===== config.mk =====
export PLATFORM = sky130hd
export DESIGN_NAME = pong_scoreboard
export DESIGN_NICKNAME = d
export VERILOG_FILES = /design/src/rtl/pong_scoreboard.sv
export SDC_FILE = /design/constraint.sdc
export NUM_CORES = 1
export LEC_CHECK = 0
export CAP_MARGIN = 20
export CORE_MARGIN = 3
export CORE_UTILIZATION = 45
export DETAILED_ROUTE_END_ITERATION = 6
export GPL_ROUTABILITY_DRIVEN = 1
export PLACE_DENSITY = 0.66
export SYNTH_ARGS = -nofsm -noshare
export SYNTH_HDL_FRONTEND = slang
export SYNTH_SLANG_ARGS = --single-unit
export TNS_END_PERCENT = 20

===== constraint.sdc =====
create_clock -name clk -period 3.65 [get_ports clk]
set_input_delay 0.5475 -clock clk [delete_from_list [all_inputs] [get_ports clk]]
set_output_delay 0.5475 -clock clk [all_outputs]
set_load 0.05 [all_outputs]

===== src/rtl/pong_scoreboard.sv =====
// Two-player BCD score keeper with win detection and a multiplexed
// common-anode seven-segment scanner (leading-zero blanking, game-over blink).
module pong_scoreboard #(
    parameter int DPP          = 2,
    parameter int SCAN_DIV     = 50000,
    parameter int WIN_SCORE    = 11,
    parameter int BLINK_FRAMES = 64
) (
    input  logic             clk,
    input  logic             rst,
    input  logic             lose1,
    input  logic             lose2,
    input  logic             clr_score,
    output logic [2*DPP-1:0] select,
    output logic [6:0]       seg,
    output logic             game_over,
    output logic [1:0]       winner
);
    localparam int D  = 2 * DPP;
    localparam int SW = 4 * DPP;
    localparam int IW = (D > 1) ? $clog2(D) : 1;
    localparam int PW = $clog2(SCAN_DIV);
    localparam int FW = $clog2(BLINK_FRAMES + 1);

    function automatic logic [SW-1:0] to_bcd(input int n);
        logic [SW-1:0] r;
        int            m;
        r = '0;
        m = n;
        for (int i = 0; i < DPP; i++) begin
            r[i*4 +: 4] = 4'(m % 10);
            m = m / 10;
        end
        return r;
    endfunction

    function automatic logic [SW-1:0] bcd_inc(input logic [SW-1:0] v);
        logic [SW-1:0] r;
        logic          c;
        r = v;
        c = 1'b1;
        for (int i = 0; i < DPP; i++) begin
            if (c) begin
                if (r[i*4 +: 4] == 4'd9) begin
                    r[i*4 +: 4] = 4'd0;
                end else begin
                    r[i*4 +: 4] = r[i*4 +: 4] + 4'd1;
                    c = 1'b0;
                end
            end
        end
        return r;
    endfunction

    function automatic logic [6:0] seg_decode(input logic [3:0] d);
        case (d)
            4'd0:    return 7'h40;
            4'd1:    return 7'h79;
            4'd2:    return 7'h24;
            4'd3:    return 7'h30;
            4'd4:    return 7'h19;
            4'd5:    return 7'h12;
            4'd6:    return 7'h02;
            4'd7:    return 7'h78;
            4'd8:    return 7'h00;
            4'd9:    return 7'h10;
            default: return 7'h7F;
        endcase
    endfunction

    localparam logic [SW-1:0] WIN_BCD    = to_bcd(WIN_SCORE);
    localparam logic [PW-1:0] PRESC_LAST = PW'(SCAN_DIV - 1);
    localparam logic [IW-1:0] IDX_LAST   = IW'(D - 1);
    localparam logic [FW-1:0] FRAME_LAST = FW'(BLINK_FRAMES - 1);

    // Bit 0 tracks player 1's lose line, bit 1 player 2's.
    logic [1:0]    l_q, l_qq, ev_q;
    logic [SW-1:0] score1, score2, next1, next2;
    logic [PW-1:0] presc;
    logic [IW-1:0] idx;
    logic [FW-1:0] frame;
    logic          blink, blink_tog;
    logic [SW-1:0] field;
    logic [3:0]    digit;
    logic          blank, win_field;
    int            pos;
    logic [D-1:0]  sel_next;
    logic [6:0]    seg_next;

    always_ff @(posedge clk) begin
        if (!rst) begin
            l_q  <= 2'b00;
            l_qq <= 2'b00;
            ev_q <= 2'b00;
        end else begin
            l_q  <= {lose2, lose1};
            l_qq <= l_q;
            ev_q <= l_q & ~l_qq;
        end
    end

    assign next1 = bcd_inc(score1);
    assign next2 = bcd_inc(score2);

    // A simultaneous double miss (ev_q == 2'b11) scores for nobody.
    always_ff @(posedge clk) begin
        if (!rst) begin
            score1    <= '0;
            score2    <= '0;
            game_over <= 1'b0;
            winner    <= 2'b00;
        end else if (clr_score) begin
            score1    <= '0;
            score2    <= '0;
            game_over <= 1'b0;
            winner    <= 2'b00;
        end else if (!game_over) begin
            if (ev_q == 2'b01) begin
                score2 <= next2;
                if (next2 == WIN_BCD) begin
                    game_over <= 1'b1;
                    winner    <= 2'b10;
                end
            end else if (ev_q == 2'b10) begin
                score1 <= next1;
                if (next1 == WIN_BCD) begin
                    game_over <= 1'b1;
                    winner    <= 2'b01;
                end
            end
        end
    end

    assign blink_tog = (presc == PRESC_LAST) && (idx == IDX_LAST) && (frame == FRAME_LAST);

    always_ff @(posedge clk) begin
        if (!rst) begin
            presc <= '0;
            idx   <= '0;
            frame <= '0;
            blink <= 1'b0;
        end else begin
            if (presc == PRESC_LAST) begin
                presc <= '0;
                if (idx == IDX_LAST) begin
                    idx   <= '0;
                    frame <= (frame == FRAME_LAST) ? '0 : frame + FW'(1);
                end else begin
                    idx <= idx + IW'(1);
                end
            end else begin
                presc <= presc + PW'(1);
            end
            if (clr_score)
                blink <= 1'b0;
            else if (blink_tog)
                blink <= ~blink;
        end
    end

    always_comb begin
        field     = score1;
        win_field = winner[0];
        pos       = int'(idx);
        if (int'(idx) >= DPP) begin
            field     = score2;
            win_field = winner[1];
            pos       = int'(idx) - DPP;
        end
        digit = field[pos*4 +: 4];
        // A non-units digit is dark when it and everything above it is zero.
        blank = (pos != 0) && ((field >> (4 * pos)) == '0);
        if (game_over && blink && win_field)
            blank = 1'b1;
        sel_next = ~(D'(1) << idx);
        seg_next = blank ? 7'h7F : seg_decode(digit);
    end

    always_ff @(posedge clk) begin
        if (!rst) begin
            select <= '1;
            seg    <= 7'h7F;
        end else begin
            select <= sel_next;
            seg    <= seg_next;
        end
    end
endmodule


* Word level (Yosys, flattened, before mapping)
Memories as Yosys holds them, arrays and structs flattened. A register that Yosys moved wholly into a read port is not among the register bits.
Cells that the tools add are included.
** Word-level totals
- Bits in latches :: 0
- Output and inout bits :: 14
- Memories :: 1
- Flip-flop bits (word level) :: 55
- Bits in writable memories :: 0
- Memory bits (read-only) :: 112
** Memories
- (name not given) :: depth 16, bits a word 7, rd ports 1, clocked after memory_dff 1, wr ports 0, line 56 : case (d)
** Operators by class
- $mul :: 0
- Multiplexer cells :: 23
- Reduce and logical (&&, ||, !) cells :: 16
- Equality and inequality tests :: 12
- Add/subtract/negate cells :: 8
- Shift-type cells :: 3
- $lt $le $gt $ge :: 1
- Div/mod/pow operators :: 0
- Bitwise gates (word level) :: 7
** Operator list (count)
- $mux 32 :: 1
- $reduce_bool 32->1 :: 1
- $shiftx 8x32->4 :: 1
- $shr 8x32->8 :: 1
- $mux 4 :: 6
- $add 16x1->16 const B :: 1
- $add 4x1->4 const B :: 4
- $eq 16x16->1 const B :: 1
- $eq 4x4->1 const B :: 4
- $eq 8x5->1 const B :: 2
- $mux 2 :: 5
- $mux 1 :: 9
- $logic_not 8->1 :: 1
- $mux 8 :: 1
- $add 7x1->7 const B :: 1
- $eq 7x6->1 const B :: 1
- $mux 7 :: 1
- $reduce_or 2->1 :: 3
- $logic_and 1x1->1 :: 5
- $eq 2x2->1 const B :: 2
- $not 1->1 :: 4
- $not 4->4 :: 1
- $reduce_and 2->1 :: 2
- $reduce_and 4->1 :: 1
- 10 further kinds :: 11

* Longest topological paths before layout
- Word-level depth :: 8
- Gate-level depth with buffers :: 11

* Worst setup path before layout
Ideal clock, no wire load.
- Path kind :: register -> register
- Start :: reg idx[0]
- End :: reg seg[5]
- Setup slack :: 1006 ps
- Data arrival time :: 2485 ps
- Stages on the path, launching flop included :: 11
- Required time :: 3491 ps
- Path through :: dfxtp_1 > clkbuf_1 > inv_1 > ha_1 > nand2b_1 > and2_1 > clkbuf_1 > inv_1 > ha_1 > a2111oi_0 > a22oi_1
** On the way
- Longest elaborated chain between the ends :: 7
** Ends and longest elaborated chain
- from (decl) :: line 80 : logic [IW-1:0] idx;
- from (signal assigned) :: line 149 : idx <= idx + IW'(1);
- $sub 2x2->3 / $ge 2x2->1 (equally long branches) :: line 168, 165
- $mux 32 / $mux 8 (equally long branches) :: line 165 : if (int'(idx) >= DPP) begin
- $shr 8x32->8 :: line 172 : blank = (pos != 0) && ((field >> (4 * pos)) == '0);
- $logic_not 8->1 :: line 172
- $logic_and 1x1->1 :: line 172
- $mux 1 :: line 173 : if (game_over && blink && win_field)
- $reduce_or 2->1 (no source line)
- to (decl) :: line 15 : output logic [6:0] seg,
Several ways; a longest one is shown, not always the timed one.
A chain may end at the register's enable or synchronous reset.

* Final worst setup path
Ends and elaborated chain as after synthesis.

==> key figures <==
Timing
  • Period utilization: 78.9%
  • Slew @ Worst Pin: 0.858 ns
  • Setup Viol. Count Final: 0
  • Slew Viols, Final: 0
  • Max Clk Rate: 0.347 GHz
  • Hold Vio Cnt, Final: 0
  • RSZ-0062 raised after global routing: false
  • Minimum clock period: 2.88 ns
  • Clk_skew: 0.00532 ns
  • Setup TNS: 0 ns
  • Slew HR: 41.3%

Synthesis
  • Number of distinct library cells after synthesis: 48
  • Synth cell count leaders: 62 x dfxtp_1, 31 x nor2_1, 21 x a21oi_1, 21 x nand2_1, 16 x xor2_1
  • Number of synthesized register bits: 62
  • Post-synth EDFFs: 0
  • Post-synth top flop: dfxtp_1
  • Most common cell in the netlist: dfxtp_1
  • Post-synthesis sequential area ratio: 41.7%
  • Synth warn: 0
  • Synth Instances: 333
  • Yosys top cell by area: dfxtp_1
  • Mapped Avg Cell Area: 8.95 um2
  • Asr flop ratio synth: 0%
  • Mapped Area: 2980 um2
  • Area contributors post-synth: dfxtp_1 42%, ha_1 5.0%, xor2_1 4.7%
  • Net count after synthesis: 350
  • Share of the synthesized area in the top cell type: 41.7%

Power and ir drop
  • Pwr dens: 375 nW/um2
  • Max IR drop VDD: 206 uV
  • Total Power: 1.27 mW
  • Clock network power share: 40.5%
  • Flop pwr share: 54.7%
  • NetSw: 0.290 mW
  • Switching Share: 22.9%
  • Gate power share: 4.8%
  • Int Pwr: 0.980 mW
  • Pleak: 1.23 nW

CTS
  • Clock Tree Buf Depth: 2
  • Post-CTS Hold Buffers: 0
  • Inserted Clock Buffers: 9
  • H-tree Lvls: 3
  • Clock slew at reported path FFs: 0.06 ns
  • Post-cts sizing count: 0
  • TritonCTS clock tree: done
  • Root buf cell: clkbuf_8
  • Worst skew pair latency: 0.33 ns
  • Postcts setup bufs: 0
  • Clock sink total: 62

Hold path
  • Hold path cells: 1
  • HP Class: reg2reg

Placed design
  • Detail Placement HPWL: 4.18 mm
  • I/O Buffers: 18
  • Placer congestion estimate: 0.779

Routing
  • Detailed-route wire length: 5.89 mm
  • DR DRC count: 0
  • DR WL/cell: 13.6 um
  • Antenna-violating nets left: 0
  • Initial DRC Count: 75
  • DRT Pass-1 Iters: 4
  • DR vias/cell: 5.51
  • DR vias: 2,385

Final layout
  • Area Overhead vs Synth: 13.8%
  • Footprint of the multi-input gates: 1630 um2
  • Share of layout cells above drive strength 1: 7.02%
  • Nets: 371
  • Layout fillers: 615
  • Register area: 1240 um2
  • Diode count: 0

Die
  • Die Ht: 87.4 um
  • I/O pin total: 19
  • Core region area: 6390 um2
  • Die area: 7630 um2
  • Die Wd: 87.4 um
  • Starting Density: 46.6%
  • Core Rows: 29

GRT
  • Largest net degree at the start of global routing: 21
  • Number of antenna violations at the first check in global routing: 0
  • Global Route Usage Sum: 17.1%
  • GRT Residual Overflow: 0
  • Vias in the first global route: 2,268
  • First-pass GRT wire length: 10.4 mm

Setup path
  • Crit path launch type: register
  • Worst Reg-to-Reg Cells: 8
  • Crit. End Element: register
  • Crit-path max FO: 11
  • Critical path arrival: 3.04 ns
  • Worst setup path class: reg2reg
  • Worst Path Required: 3.81 ns

Status
  • Outcome: finished clean

Flow run
  • Max_cap viols: 0
[registers in the layout (all words and copies together) (netlist names), 2 cells and up]
register and flops:
presc 16, score2 8, ev_q 2, idx 2, score1 8, seg 7, select 4, l_q 2
l_qq 2, winner 2, frame 7
[per-stage QoR]
step / utilization (%) / std cells / hold slack, ns / area [um2] / worst slack (ns)
2_1_floorplan: - / 333 / 0.367 / 2980 / 1.01
3_3_place_gp: 50.5 / 419 / 0.374 / 3220 / 1.03
5_1_grt: 53.1 / 433 / 0.406 / 3390 / 0.531
4_1_cts: 53.0 / 432 / 0.384 / 3380 / 0.824
3_5_place_dp: 50.5 / 419 / 0.374 / 3220 / 0.858
6_report: 53.1 / 433 / 0.385 / 3390 / 0.770
[power groups by stage]
stage	registers, mW	logic [mW]	clock network, mW
after CTS	0.694	0.0616	0.530
after floorplan	0.724	0.0247	0
after detailed placement	0.709	0.0616	0
final	0.694	0.0609	0.515
after global placement	0.709	0.0603	0
after global routing	0.695	0.0676	0.560
[cell usage in the layout (no fill, tap or decap), types with 5 or more instances in the layout]
cell type / n
inv_1: 14
dfxtp_1: 62
nand4_1: 12
nor2b_1: 15
xor2_1: 16
nor4_1: 6
ha_1: 12
nor3_1: 5
a21oi_1: 21
and2_1: 9
nand2_1: 21
clkbuf_8: 11
nor2_1: 31
o21ai_0: 15
nand3_1: 11
mux2i_1: 5
nor3b_1: 6
clkdlybuf4s50_1: 18
[cells by family (layout without fill, tap and decap cells)]
kind of cell | after synthesis | after routing | synth area share, %
fa+ha+maj | 12 | 12 | 5.04
compound gates | 55 | 55 | 11.2
buf+inv | 26 | 49 | 3.49
xor+xnor | 20 | 20 | 5.88
mux | 8 | 8 | 3.95
flops | 62 | 62 | 41.7
simple gates | 150 | 150 | 28.8
[routing by layer]
metal | global-route usage, % | share of wire, % | vias up
li1 | - | - | 1226
met1 | 23.2 | 53 | 1116
met2 | 25.8 | 43 | 34
met3 | 3.41 | 2.7 | 9
met4 | 8.37 | 1.7 | 0
met5 | 0 | 0 | -
[worst max-delay path: stages (launching register included)]
cell and delay (ns):
dfxtp_1 0.58, inv_1 0.12, ha_1 0.28, nand2b_1 0.14
and2_1 0.29, inv_1 0.10, ha_1 0.25, a2111oi_0 0.75
a22oi_1 0.21
[cell type report]
type	count	area share, %
multi-input cells	245	48.2
flip-flops and latches	62	36.6
repair buffers	21	5.91
clock buffers	11	4.47
well taps	77	2.84
inverters	15	1.66
clock inverters	2	0.295
[worst paths after layout]
kind / to / slack (ns) / start
min reg2reg: ev_q[0] / 0.38 / l_qq[0]
min: ev_q[0] / 0.38 / l_qq[0]
max: seg[5] / 0.77 / idx[0]
max reg2reg: seg[5] / 0.77 / idx[0]
(Power assumes the default switching activity.)
